$ cat src/rtl/hood_mode_sequencer_if.sv
// Control/status bundle between the hood panel logic and the mode sequencer.
// The sequencer takes the slave side; the panel or bench drives the master side.
interface hood_mode_sequencer_if;
    logic       power_on;
    logic       menu_btn;
    logic       mode1_btn;
    logic       mode2_btn;
    logic       mode3_btn;
    logic       clean_btn;
    logic [2:0] mode_state;
    logic [7:0] countdown;
    logic       menu_armed;
    logic       hurricane_used;
    logic       clean_done;

    modport slave (
        input  power_on, menu_btn, mode1_btn, mode2_btn, mode3_btn, clean_btn,
        output mode_state, countdown, menu_armed, hurricane_used, clean_done
    );

    modport master (
        output power_on, menu_btn, mode1_btn, mode2_btn, mode3_btn, clean_btn,
        input  mode_state, countdown, menu_armed, hurricane_used, clean_done
    );
endinterface

$ cat src/rtl/hood_mode_sequencer.sv
// Range-hood fan mode FSM: owns button arbitration, the one-second prescaler
// and every timed countdown (hurricane, stop delay, self-clean).
module hood_mode_sequencer #(
    parameter int TICKS_PER_SEC = 100000000,
    parameter int HURRICANE_SEC = 60,
    parameter int STOP_SEC      = 60,
    parameter int CLEAN_SEC     = 180
) (
    input  logic                  clk,
    input  logic                  rst,
    hood_mode_sequencer_if.slave  bus
);

    localparam int PW = (TICKS_PER_SEC > 1) ? $clog2(TICKS_PER_SEC) : 1;
    localparam logic [PW-1:0] PRESC_LAST = PW'(TICKS_PER_SEC - 1);

    // Button bit order: 0 menu, 1 mode1, 2 mode2, 3 mode3, 4 clean
    localparam int B_MENU  = 0;
    localparam int B_MODE1 = 1;
    localparam int B_MODE2 = 2;
    localparam int B_MODE3 = 3;
    localparam int B_CLEAN = 4;

    typedef enum logic [2:0] {
        S_IDLE,
        S_ARMED,
        S_L1,
        S_L2,
        S_L3,
        S_STOPPING,
        S_CLEAN
    } state_t;

    state_t          state_reg, state_next;
    logic [PW-1:0]   presc_reg, presc_next;
    logic [7:0]      count_reg, count_next;
    logic            used_reg, used_next;
    logic            done_reg, done_next;
    logic [2:0]      mode_state_reg, mode_state_next;
    logic            armed_reg;

    logic [4:0]      btn_raw;
    logic [4:0]      btn_d_reg;
    logic [4:0]      rise;
    logic [4:0]      edge_reg;

    logic            take_menu, take_m1, take_m2, take_m3, take_clean;
    logic            timed, tick;

    assign btn_raw = {bus.clean_btn, bus.mode3_btn, bus.mode2_btn,
                      bus.mode1_btn, bus.menu_btn};

    genvar gi;
    generate
        for (gi = 0; gi < 5; gi++) begin : g_rise
            assign rise[gi] = btn_raw[gi] & ~btn_d_reg[gi];
        end
    endgenerate

    // Edges are registered, so a press acts one cycle after it is seen;
    // edges are dropped while power is off so no stale press survives power-up.
    always_ff @(posedge clk or negedge rst) begin
        if (!rst) begin
            btn_d_reg <= '0;
            edge_reg  <= '0;
        end else begin
            btn_d_reg <= btn_raw;
            edge_reg  <= bus.power_on ? rise : 5'b0;
        end
    end

    // Only the highest-priority edge is considered in a given cycle.
    assign take_menu  = edge_reg[B_MENU];
    assign take_m3    = edge_reg[B_MODE3] & ~edge_reg[B_MENU];
    assign take_m2    = edge_reg[B_MODE2] & ~edge_reg[B_MODE3] & ~edge_reg[B_MENU];
    assign take_m1    = edge_reg[B_MODE1] & ~edge_reg[B_MODE2] & ~edge_reg[B_MODE3]
                      & ~edge_reg[B_MENU];
    assign take_clean = edge_reg[B_CLEAN] & ~|edge_reg[3:0];

    assign timed = (state_reg == S_L3) || (state_reg == S_STOPPING) || (state_reg == S_CLEAN);
    assign tick  = timed && (presc_reg == PRESC_LAST);

    always_comb begin
        state_next = state_reg;
        count_next = count_reg;
        presc_next = '0;
        used_next  = used_reg;
        done_next  = 1'b0;

        if (timed && !tick) begin
            presc_next = presc_reg + 1'b1;
        end

        if (!bus.power_on) begin
            state_next = S_IDLE;
            count_next = 8'd0;
            used_next  = 1'b0;
        end else if (tick && count_reg == 8'd1) begin
            // Expiry outranks any button taken in the same cycle.
            count_next = 8'd0;
            case (state_reg)
                S_L3:       state_next = S_L2;
                S_STOPPING: state_next = S_IDLE;
                S_CLEAN: begin
                    state_next = S_IDLE;
                    done_next  = 1'b1;
                end
                default:    state_next = S_IDLE;
            endcase
        end else begin
            if (tick) begin
                count_next = count_reg - 8'd1;
            end
            case (state_reg)
                S_IDLE: begin
                    if (take_menu) state_next = S_ARMED;
                end
                S_ARMED, S_L1, S_L2: begin
                    if (take_menu) begin
                        state_next = S_IDLE;
                    end else if (take_m3) begin
                        if (!used_reg) begin
                            state_next = S_L3;
                            count_next = 8'(HURRICANE_SEC);
                            used_next  = 1'b1;
                        end
                    end else if (take_m2) begin
                        state_next = S_L2;
                    end else if (take_m1) begin
                        state_next = S_L1;
                    end else if (take_clean && state_reg == S_ARMED) begin
                        state_next = S_CLEAN;
                        count_next = 8'(CLEAN_SEC);
                    end
                end
                S_L3: begin
                    if (take_menu) begin
                        state_next = S_STOPPING;
                        count_next = 8'(STOP_SEC);
                    end
                end
                default: ;
            endcase
        end

        // Restart the prescaler on every state change so each timed state
        // begins with a full second.
        if (state_next != state_reg) begin
            presc_next = '0;
        end
    end

    always_comb begin
        mode_state_next = 3'b000;
        case (state_next)
            S_L1:       mode_state_next = 3'b001;
            S_L2:       mode_state_next = 3'b010;
            S_L3:       mode_state_next = 3'b011;
            S_STOPPING: mode_state_next = 3'b010;
            S_CLEAN:    mode_state_next = 3'b100;
            default:    mode_state_next = 3'b000;
        endcase
    end

    always_ff @(posedge clk or negedge rst) begin
        if (!rst) begin
            state_reg      <= S_IDLE;
            presc_reg      <= '0;
            count_reg      <= 8'd0;
            used_reg       <= 1'b0;
            done_reg       <= 1'b0;
            mode_state_reg <= 3'b000;
            armed_reg      <= 1'b0;
        end else begin
            state_reg      <= state_next;
            presc_reg      <= presc_next;
            count_reg      <= count_next;
            used_reg       <= used_next;
            done_reg       <= done_next;
            mode_state_reg <= mode_state_next;
            armed_reg      <= (state_next == S_ARMED);
        end
    end

    assign bus.mode_state     = mode_state_reg;
    assign bus.countdown      = count_reg;
    assign bus.menu_armed     = armed_reg;
    assign bus.hurricane_used = used_reg;
    assign bus.clean_done     = done_reg;

endmodule

$ cat src/flat_wrapper.sv
// flat-port wrapper written by rule: the top's interface ports become plain ports
module hood_mode_sequencer_flat 
#(
    parameter int TICKS_PER_SEC = 100000000,
    parameter int HURRICANE_SEC = 60,
    parameter int STOP_SEC      = 60,
    parameter int CLEAN_SEC     = 180
)
  (clk, rst, bus_power_on, bus_menu_btn, bus_mode1_btn, bus_mode2_btn, bus_mode3_btn, bus_clean_btn, bus_mode_state, bus_countdown, bus_menu_armed, bus_hurricane_used, bus_clean_done);
  hood_mode_sequencer_if bus_i ();
  input  logic clk;
  input  logic rst;
  input wire logic [$bits(bus_i.power_on)-1:0] bus_power_on;
  input wire logic [$bits(bus_i.menu_btn)-1:0] bus_menu_btn;
  input wire logic [$bits(bus_i.mode1_btn)-1:0] bus_mode1_btn;
  input wire logic [$bits(bus_i.mode2_btn)-1:0] bus_mode2_btn;
  input wire logic [$bits(bus_i.mode3_btn)-1:0] bus_mode3_btn;
  input wire logic [$bits(bus_i.clean_btn)-1:0] bus_clean_btn;
  output wire logic [$bits(bus_i.mode_state)-1:0] bus_mode_state;
  output wire logic [$bits(bus_i.countdown)-1:0] bus_countdown;
  output wire logic [$bits(bus_i.menu_armed)-1:0] bus_menu_armed;
  output wire logic [$bits(bus_i.hurricane_used)-1:0] bus_hurricane_used;
  output wire logic [$bits(bus_i.clean_done)-1:0] bus_clean_done;
  assign bus_i.power_on = bus_power_on;
  assign bus_i.menu_btn = bus_menu_btn;
  assign bus_i.mode1_btn = bus_mode1_btn;
  assign bus_i.mode2_btn = bus_mode2_btn;
  assign bus_i.mode3_btn = bus_mode3_btn;
  assign bus_i.clean_btn = bus_clean_btn;
  assign bus_mode_state = bus_i.mode_state;
  assign bus_countdown = bus_i.countdown;
  assign bus_menu_armed = bus_i.menu_armed;
  assign bus_hurricane_used = bus_i.hurricane_used;
  assign bus_clean_done = bus_i.clean_done;
  hood_mode_sequencer #(.TICKS_PER_SEC(TICKS_PER_SEC), .HURRICANE_SEC(HURRICANE_SEC), .STOP_SEC(STOP_SEC), .CLEAN_SEC(CLEAN_SEC)) u_core (.clk(clk), .rst(rst), .bus(bus_i));
endmodule
$ cat config.mk
export PLATFORM = sky130hd
export DESIGN_NAME = hood_mode_sequencer_flat
export DESIGN_NICKNAME = d
export VERILOG_FILES = /design/src/rtl/hood_mode_sequencer_if.sv /design/src/rtl/hood_mode_sequencer.sv /design/src/flat_wrapper.sv
export SDC_FILE = /design/constraint.sdc
export NUM_CORES = 1
export LEC_CHECK = 0
export ABC_CLOCK_PERIOD_IN_PS = 3000
export BUFFER_PORTS_ARGS = -buffer_cell sky130_fd_sc_hd__buf_4
export CAP_MARGIN = 20
export CELL_PAD_IN_SITES_DETAIL_PLACEMENT = 0
export CELL_PAD_IN_SITES_GLOBAL_PLACEMENT = 2
export CORE_MARGIN = 1
export CORE_UTILIZATION = 25
export DETAILED_ROUTE_END_ITERATION = 7
export PLACE_DENSITY = 0.63
export SETUP_SLACK_MARGIN = 0.4
export SLEW_MARGIN = 20
export SYNTH_ARGS = -nofsm -noshare
export SYNTH_HDL_FRONTEND = slang
export SYNTH_SLANG_ARGS = --single-unit
$ cat constraint.sdc
create_clock -name clk -period 3 [get_ports clk]
set_input_delay 0.3 -clock clk [delete_from_list [all_inputs] [get_ports clk]]
set_output_delay 0.3 -clock clk [all_outputs]
set_load 0.005 [all_outputs]
Word level (Yosys, flattened, before mapping)
Cells that the tools add are included.

operators by class
  add/sub/neg operators = 2
  eq/ne operators = 19
  muxes and demuxes = 35
  bitwise logic cells = 20
  reduce and logical (&&, ||, !) cells = 13

operator list
  operator                 number
  $mux W8                  10
  $mux W27                 2
  $mux W3                  10
  $add A27 B1 Y27 const B  1
  $eq A27 B27 Y1 const B   1
  $eq A3 B3 Y1 const B     6
  $pmux W8 S2              1
  $and A1 B1 Y1            12
  $eq A3 B2 Y1 const B     4
  $pmux W3 S4              1
  $pmux W3 S3              1
  $eq A8 B1 Y1 const B     1
  $mux W1                  8
  $not A1 Y1               8
  $sub A8 B1 Y8 const B    1
  $eq A3 B1 Y1 const B     2
  $mux W5                  1
  $logic_and A1 B1 Y1      4
  $ne A2 B1 Y1 const B     2
  $ne A2 B2 Y1 const B     2
  $reduce_and A4 Y1        1
  $reduce_or A4 Y1         1
  $logic_not A3 Y1         1
  $ne A3 B3 Y1             1
  other kinds (5)          7

storage, ports and cells
  register bits = 54
  input port bits = 8
  output and inout bits = 14
  word-level logic and storage cells = 98

Depth between registers and ports, before layout
Gate-level depths: netlist of run 1.

  depth in word-level cells = 15
  gate-level depth with buffers = 8
  mapped depth without buffers = 6

Worst setup path after synthesis of run 1
No wires, ideal clock.

  path type = reg-to-reg
  from = register u_core.presc_reg[0]
  to = register u_core.count_reg[3], in the netlist u_core.bus.countdown[3]
  setup time = 143 ps
  data arrival time = 2,037 ps
  required time = 2,857 ps
  path slack = 820 ps
  cell stages (with the launch flop) = 9
  buffers on the path = 2
  period minus slack after synthesis = 2,180 ps
  cells stage by stage = dfrtp_1 ha_1 nand3_1 or3_4 or4_1 clkbuf_1 nand2_1 buf_6 a211oi_1

on the way
  word-level cells in the longest chain between the ends = 11
  elaborated cells between the ends (all ways) = 14
  classes of those cells = eq/ne: 1; mux: 11; reduce/logical: 2

RTL lines
  what                      line                        RTL
  start, declared           hood_mode_sequencer.sv:35   logic [PW-1:0] presc_reg, presc_next;
  start signal, assigned    hood_mode_sequencer.sv:176  presc_reg <= presc_next;
  $eq A27 B27 Y1 (*)        hood_mode_sequencer.sv:81   assign tick = timed && (presc_reg == PRESC_LAST);
  $logic_and A1 B1 Y1 (*)   hood_mode_sequencer.sv:81
  $mux W8                   hood_mode_sequencer.sv:111  if (tick) begin
  $mux W8                   hood_mode_sequencer.sv:131  end else if (take_clean && state_reg == S_ARMED) begin
  $mux W8                   hood_mode_sequencer.sv:129  end else if (take_m1) begin
  $mux W8                   hood_mode_sequencer.sv:127  end else if (take_m2) begin
  $mux W8                   hood_mode_sequencer.sv:121  end else if (take_m3) begin
  $mux W8                   hood_mode_sequencer.sv:119  if (take_menu) begin
  $pmux W8 S2               hood_mode_sequencer.sv:114  case (state_reg)
  $mux W8 (*)               hood_mode_sequencer.sv:98   end else if (tick && count_reg == 8'd1) begin
  $mux W8 (*)               hood_mode_sequencer.sv:94   if (!bus.power_on) begin
  net u_core.count_next[3]  hood_mode_sequencer.sv:36   logic [7:0] count_reg, count_next;
  end signal, assigned      hood_mode_sequencer.sv:177  count_reg <= count_next;
  end, declared             hood_mode_sequencer.sv:36

The timed path passes the listed nets; every way through them passes the cells marked *.
A chain may end at the register's enable or synchronous reset.

Worst setup path in the final report of run 1
Ends and elaborated chain as after synthesis.

==> results.py, run 1 <==
metrics = {
    "logic_synthesis": {
        "synth-main-ff-cell": "dfrtp_1",
        "synth_area_sq_mm": 0.002679,
        "syn_inst": 269,
        "synth_nets": 280,
        "ys_seq_area_frac": 0.5044,
        "avgSynthCellArea_sq_um": 9.958,
        "synth-seq-cells": 54,
        "synth_warnings": 0,
        "synth_async_sr_flop_share": 1.000,
        "synth_edf_count": 0,
        "synth_cell_types": 44,
    },
    "power": {
        "peakVddDrop_v": 0.0001901,
        "power.density_mw_per_mm2": 425.3,
        "p_leak_nw": 1.237,
    },
    "timing": {
        "relSlewSlack": 0.5394,
        "max_slew.worst_pin.slew_ns": 0.6910,
        "setup_viol": 0,
        "rsz0062_at_grt": "false",
        "setup_tns_ns": 0,
        "worst_hold_slack_ns": 0.02383,
        "max_freq_mhz": 410.6,
        "skew_ns": 0.008943,
        "hold_viol_final": 0,
        "finalCriticalPeriod_ns": 2.435,
        "post-route-period-util": 0.8117,
        "slew_viol_final": 0,
    },
    "worst_setup_path": {
        "slowest_delay_ns": 0.65,
        "reg2reg_slack_ns": 0.56,
        "r2r_end": "u_core.bus.countdown[3]",
        "crit_path_max_fanout": 13,
        "cp_slowest_cell": "or4_1",
        "critPathLaunchType": "register",
        "cp.required_ns": 3.17,
        "rr_startpoint": "u_core.presc_reg[0]",
        "crit_start": "u_core.presc_reg[0]",
        "endpoint_kind": "register",
        "critPathArrivalTime_ns": 2.60,
        "rr_worst_depth": 6,
        "worst-setup-path-type": "reg2reg",
        "cp_cell_sequence": "ha_1 -> nand3_1 -> or3_4 -> or4_1 -> nand2_2 -> a211oi_1",
    },
    "placed_design": {
        "gp_congestion": 0.7001,
        "port_buffers": 21,
        "place_hpwl_microns": 3887,
    },
    "die": {
        "std_cell_rows": 37,
        "dieArea_sq_mm": 0.01113,
        "start_util": 0.2583,
        "io_pins": 22,
        "fp.dieW_microns": 105.5,
        "fp.coreArea_sq_mm": 0.01037,
        "dieHeight_microns": 105.5,
    },
    "global_route": {
        "grt_start_max_net_pins": 55,
        "grt_pass1_wl_microns": 9811,
        "grt.overflow.total": 0,
        "grt_usage": 0.1109,
        "antenna_found_initial": 0,
        "grt_pass1_vias": 1952,
    },
    "cts": {
        "cts-htree-levels": 2,
        "cts_tree": "done",
        "path_clk_slew_ns": 0.10,
        "clk_path_buf_depth": 2,
        "clockRootBuffer": "clkbuf_8",
        "numClockSinks": 54,
        "postCtsSetupBuffers": 0,
        "cts_inserted_buffers": 5,
        "clkLatencyLatePin_ns": 0.31,
    },
    "route": {
        "routed_wl_microns": 5591,
        "drt_iter0_drc": 64,
        "drc": 0,
        "vias": 1936,
        "dr.pass1.iters": 4,
        "ant_nets": 0,
        "wl_per_cell_microns": 13.06,
        "via_per_inst": 4.523,
    },
    "layout": {
        "antenna_cells": 0,
        "nNetsFinal": 302,
        "syn2layout_area_growth_pct": 16.39,
        "largest_register_ffs": 27,
        "drive_gt1_frac": 0.1473,
    },
    "flow_run": {
        "maxCapViolCount": 0,
    },
    "worst_hold_path": {
        "hold_path_class": "in2async",
    },
    "outcome": {
        "outcome": "finished, final reports clean",
    },
}
==> timing repair <==
action,CTS,global route
resized for setup,0,1
hold buffers,0,0
setup endpoints to repair,0,12
==> how the worst max path moves through the flow <==
stage	endpoint	slack, ns
floorplan	u_core.bus.countdown[3]	0.82
global placement	u_core.bus.countdown[1]	0.47
detailed placement	u_core.bus.countdown[1]	0.43
CTS	u_core.bus.countdown[1]	0.41
global route	u_core.bus.menu_armed	0.42
finish	u_core.bus.countdown[3]	0.56
==> layout by cell type (no fill, tap or decap), drive strengths merged, types with 2 or more instances in the layout <==
| cell type | netlist | routed |
|---|---|---|
| nor2b | 5 | 5 |
| and4 | 2 | 2 |
| and3 | 3 | 3 |
| xnor2 | 20 | 20 |
| o21ai | 3 | 3 |
| a21oi | 7 | 7 |
| nand2 | 12 | 12 |
| xor2 | 10 | 10 |
| and2 | 2 | 2 |
| dfrtp | 54 | 54 |
| mux2i | 2 | 2 |
| inv | 6 | 7 |
| clkbuf | 6 | 5 |
| or3 | 4 | 4 |
| nand2b | 2 | 2 |
| a211oi | 3 | 3 |
| nor3b | 2 | 2 |
| nor2 | 42 | 42 |
| or2 | 2 | 2 |
| a31oi | 3 | 3 |
| nand4b | 4 | 4 |
| nor4 | 12 | 12 |
| nand3 | 17 | 17 |
| and3b | 5 | 5 |
| nand4 | 7 | 7 |
| ha | 3 | 3 |
| buf | 5 | 26 |
| nor3 | 13 | 13 |
| nor4b | 2 | 2 |
| or4 | 2 | 2 |
==> metrics by stage <==
| stage | power (mW) | utilization | std cells | instance area [sq um] | worst slack (ns) |
|---|---|---|---|---|---|
| 2_1_floorplan | 0.7997 | - | 269 | 2679 | 0.8200 |
| 3_3_place_gp | 0.8390 | 0.2896 | 420 | 3003 | 0.4685 |
| 3_5_place_dp | 0.8387 | 0.2896 | 420 | 3003 | 0.4271 |
| 4_1_cts | 1.352 | 0.3004 | 428 | 3115 | 0.4133 |
| 5_1_grt | 1.386 | 0.3007 | 428 | 3118 | 0.4178 |
| 6_report | 1.326 | 0.3007 | 428 | 3118 | 0.5648 |
==> where the power goes <==
group	switching, mW	total (mW)	leakage, nW	internal, mW
Sequential	0.0102	0.749	0.739	0.739
Clock	0.253	0.504	0.0585	0.251
Combinational	0.0427	0.0732	0.439	0.0305
Total	0.306	1.33	1.24	1.02
==> final cells by class <==
cell class | count | area (sq um)
clock buffers | 5 | 68.82
clock inverters | 3 | 43.79
fillers | 1095 | 7252
inverters | 6 | 22.52
multi-input cells | 198 | 1254
flip-flops and latches | 54 | 1351
well taps | 136 | 170.2
repair buffers | 26 | 207.7
==> synth_stat cells, types with 3 or more instances <==
library cell  count  area [sq um]
a21oi_1           7         35.03
a31oi_1           3         18.77
and3_1            3         18.77
and3b_1           5         43.79
buf_2             4         20.02
clkbuf_1          6         22.52
dfrtp_1          54          1351
ha_1              3         37.54
inv_1             6         22.52
nand2_1          12         45.04
nand3_1          17         85.08
nand4_1           6         37.54
nand4b_1          3         26.28
nor2_1           42         157.7
nor2b_1           5         31.28
nor3_1           13         65.06
nor4_1           12         75.07
o21ai_0           3         15.01
xnor2_1          20         175.2
xor2_1           10         87.58
==> kinds of logic after synthesis <==
| kind of cell | after synthesis | share of synthesized area |
|---|---|---|
| compound gates | 22 | 0.05651 |
| xor+xnor | 30 | 0.09808 |
| fa+ha+maj | 3 | 0.01401 |
| buf+inv | 17 | 0.02849 |
| flops | 54 | 0.5044 |
| mux | 2 | 0.007473 |
| simple gates | 141 | 0.2910 |
==> worst max-delay path: cells and delay by family (launching register included) <==
| kind | cells | cell delay, ns |
|---|---|---|
| AND/OR/NAND/NOR | 4 | 1.61 |
| flip-flops | 1 | 0.40 |
| AO/OA/AOI/OAI | 1 | 0.09 |
| adder cells (fa/ha/maj) | 1 | 0.19 |
==> per-layer routing <==
layer	global-route usage	wire, microns	vias to the layer above
met5	0	0	-
met1	0.1532	2819	918
met2	0.1739	2541	27
met4	0.03571	65	0
li1	-	-	987
met3	0.02226	164	4
Power figures use the tool's default switching activity.
==> inputs of run 2 (changes only) <==
--- a/config.mk
+++ b/config.mk
@@ -5,7 +5,7 @@
 export SDC_FILE = /design/constraint.sdc
 export NUM_CORES = 1
 export LEC_CHECK = 0
-export ABC_CLOCK_PERIOD_IN_PS = 3000
+export ABC_CLOCK_PERIOD_IN_PS = 2100
 export BUFFER_PORTS_ARGS = -buffer_cell sky130_fd_sc_hd__buf_4
 export CAP_MARGIN = 20
 export CELL_PAD_IN_SITES_DETAIL_PLACEMENT = 0
@@ -13,7 +13,7 @@
 export CORE_MARGIN = 1
 export CORE_UTILIZATION = 25
 export DETAILED_ROUTE_END_ITERATION = 7
-export PLACE_DENSITY = 0.63
+export PLACE_DENSITY = 0.66
 export SETUP_SLACK_MARGIN = 0.4
 export SLEW_MARGIN = 20
 export SYNTH_ARGS = -nofsm -noshare
==> constraint.sdc (replaced) <==
create_clock -name clk -period 2.1 [get_ports clk]
set_input_delay 0.21 -clock clk [delete_from_list [all_inputs] [get_ports clk]]
set_output_delay 0.21 -clock clk [all_outputs]
set_load 0.005 [all_outputs]
==> results.py, run 2 (synthesis results as in run 1) <==
metrics = {
    "placed_design": {
        "gp_congestion": 0.7348,
        "dpl_cell_area_sq_mm": 0.003242,
        "port_buffers": 21,
        "place_ws_ns": 0.01264,
        "place_hpwl_microns": 4211,
    },
    "global_route": {
        "grt.overflow.total": 0,
        "grt_pass1_wl_microns": 10600,
        "grt_start_max_net_pins": 55,
        "antenna_found_initial": 0,
        "grt_usage": 0.1207,
        "grt_pass1_vias": 2137,
    },
    "layout": {
        "nFillCells": 1076,
        "syn2layout_area_growth_pct": 36.24,
        "largest_register_ffs": 27,
        "drive_gt1_frac": 0.3123,
        "antenna_cells": 0,
        "final_cell_mix": "buf_4, dfrtp_1, nor2_1, xnor2_1, nand3_1",
        "area.sequential_sq_mm": 0.001351,
        "nNetsFinal": 343,
        "finalInstanceArea_sq_mm": 0.003650,
        "multi_input_area_sq_mm": 0.001459,
        "final_common_cell": "buf_4",
    },
    "power": {
        "peakVddDrop_v": 0.0002497,
        "p_leak_nw": 1.517,
        "cell_internal_pwr_mw": 1.394,
        "combPwrFrac": 0.074,
        "power.density_mw_per_mm2": 504.9,
        "switching_share": 0.2438,
        "p_clk_frac": 0.344,
        "sequentialPowerShare": 0.582,
        "p_switching_mw": 0.4492,
    },
    "cts": {
        "clockRootBuffer": "clkbuf_8",
        "numClockSinks": 54,
        "path_clk_slew_ns": 0.11,
        "cts_tree": "done",
        "cts-htree-levels": 2,
        "clk_path_buf_depth": 2,
        "clkLatencyLatePin_ns": 0.32,
        "cts_inserted_buffers": 5,
    },
    "timing": {
        "worst_hold_slack_ns": 0.2403,
        "finalCriticalPeriod_ns": 1.956,
        "skew_ns": 0.009077,
        "hold_viol_final": 0,
        "setup_tns_ns": 0,
        "setup_slack_ns": 0.1436,
        "slew_viol_final": 0,
        "post-route-period-util": 0.9316,
        "relSlewSlack": 0.5285,
        "setup_viol": 0,
        "max_slew.worst_pin.slew_ns": 0.7072,
        "max_freq_mhz": 511.2,
        "rsz0062_at_grt": "true",
    },
    "route": {
        "ant_nets": 0,
        "via_per_inst": 4.648,
        "drt_iter0_drc": 66,
        "vias": 2180,
        "dr.pass1.iters": 4,
        "routed_wl_microns": 6505,
        "drc": 0,
        "wl_per_cell_microns": 13.87,
    },
    "die": {
        "io_pins": 22,
        "start_util": 0.2583,
        "fp.coreArea_sq_mm": 0.01037,
        "fp.dieW_microns": 105.5,
        "dieHeight_microns": 105.5,
        "std_cell_rows": 37,
        "dieArea_sq_mm": 0.01113,
    },
    "worst_setup_path": {
        "endpoint_kind": "register",
        "worst-setup-path-type": "reg2reg",
        "critPathArrivalTime_ns": 2.17,
        "reg2reg_slack_ns": 0.14,
        "critPathLaunchType": "register",
        "crit_path_max_fanout": 10,
        "cp.required_ns": 2.31,
    },
    "worst_hold_path": {
        "hold_path_class": "in2reg",
    },
    "flow_run": {
        "maxCapViolCount": 0,
    },
    "outcome": {
        "outcome": "finished, final reports clean",
    },
}
run 2: final timing paths:
kind,endpoint,start,depth (start not counted)
setup / recovery,u_core.presc_reg[10],u_core.presc_reg[1],8
hold / removal,u_core.state_reg[1],bus_power_on,2
setup reg to reg,u_core.presc_reg[10],u_core.presc_reg[1],8
hold reg to reg,u_core.edge_reg[3],u_core.btn_d_reg[3],1
max in group asynchronous,u_core.edge_reg[4],rst,2
min in group asynchronous,u_core.presc_reg[21],rst,2
run 2: repair_timing:
action / 4_1_cts / 5_1_grt
cloned: 1 / 1
hold buffers: 6 / 0
endpoints found under the hold margin: 59 / 0
resized for setup: 14 / 15
pin swaps: 4 / 4
buffers inserted: 3 / 6
endpoints found under the setup margin: 43 / 43
run 2: power by group through the flow:
stage | Clock (mW) | Combinational (mW) | Sequential (mW)
detailed placement | 0 | 0.121 | 1.09
global route | 0.710 | 0.151 | 1.07
finish | 0.635 | 0.136 | 1.07
global placement | 0 | 0.121 | 1.09
CTS | 0.669 | 0.134 | 1.07
floorplan | 0 | 0.0609 | 1.09
run 2: critical path, cell delays in order (launching register included):
cell,delay (ns)
dfrtp_1,0.37
ha_2,0.19
nand3_2,0.08
or3_4,0.36
or3_4,0.34
buf_4,0.16
nand4b_4,0.13
clkbuf_16,0.17
nor2_1,0.04
run 2: per-layer routing:
| layer | GRT usage | wire length [microns] | up-vias |
|---|---|---|---|
| li1 | - | - | 1077 |
| met1 | 0.1612 | 3158 | 1061 |
| met2 | 0.1936 | 3049 | 37 |
| met3 | 0.02350 | 204 | 5 |
| met4 | 0.04464 | 93 | 0 |
| met5 | 0 | 0 | - |
run 2: final cells by class:
cell class	instances	share of cell area
multi-input cells	199	0.3997
repair buffers	66	0.1512
well taps	136	0.04662
clock inverters	1	0.002400
inverters	6	0.006171
flip-flops and latches	54	0.3702
clock buffers	7	0.02365
run 2: stage by stage:
step,power [mW],util,instances
after floorplan,1.146,-,269
after global placement,1.213,0.3126,444
after detailed placement,1.212,0.3126,444
after CTS,1.874,0.3374,462
after global routing,1.935,0.3520,469
final,1.843,0.3520,469
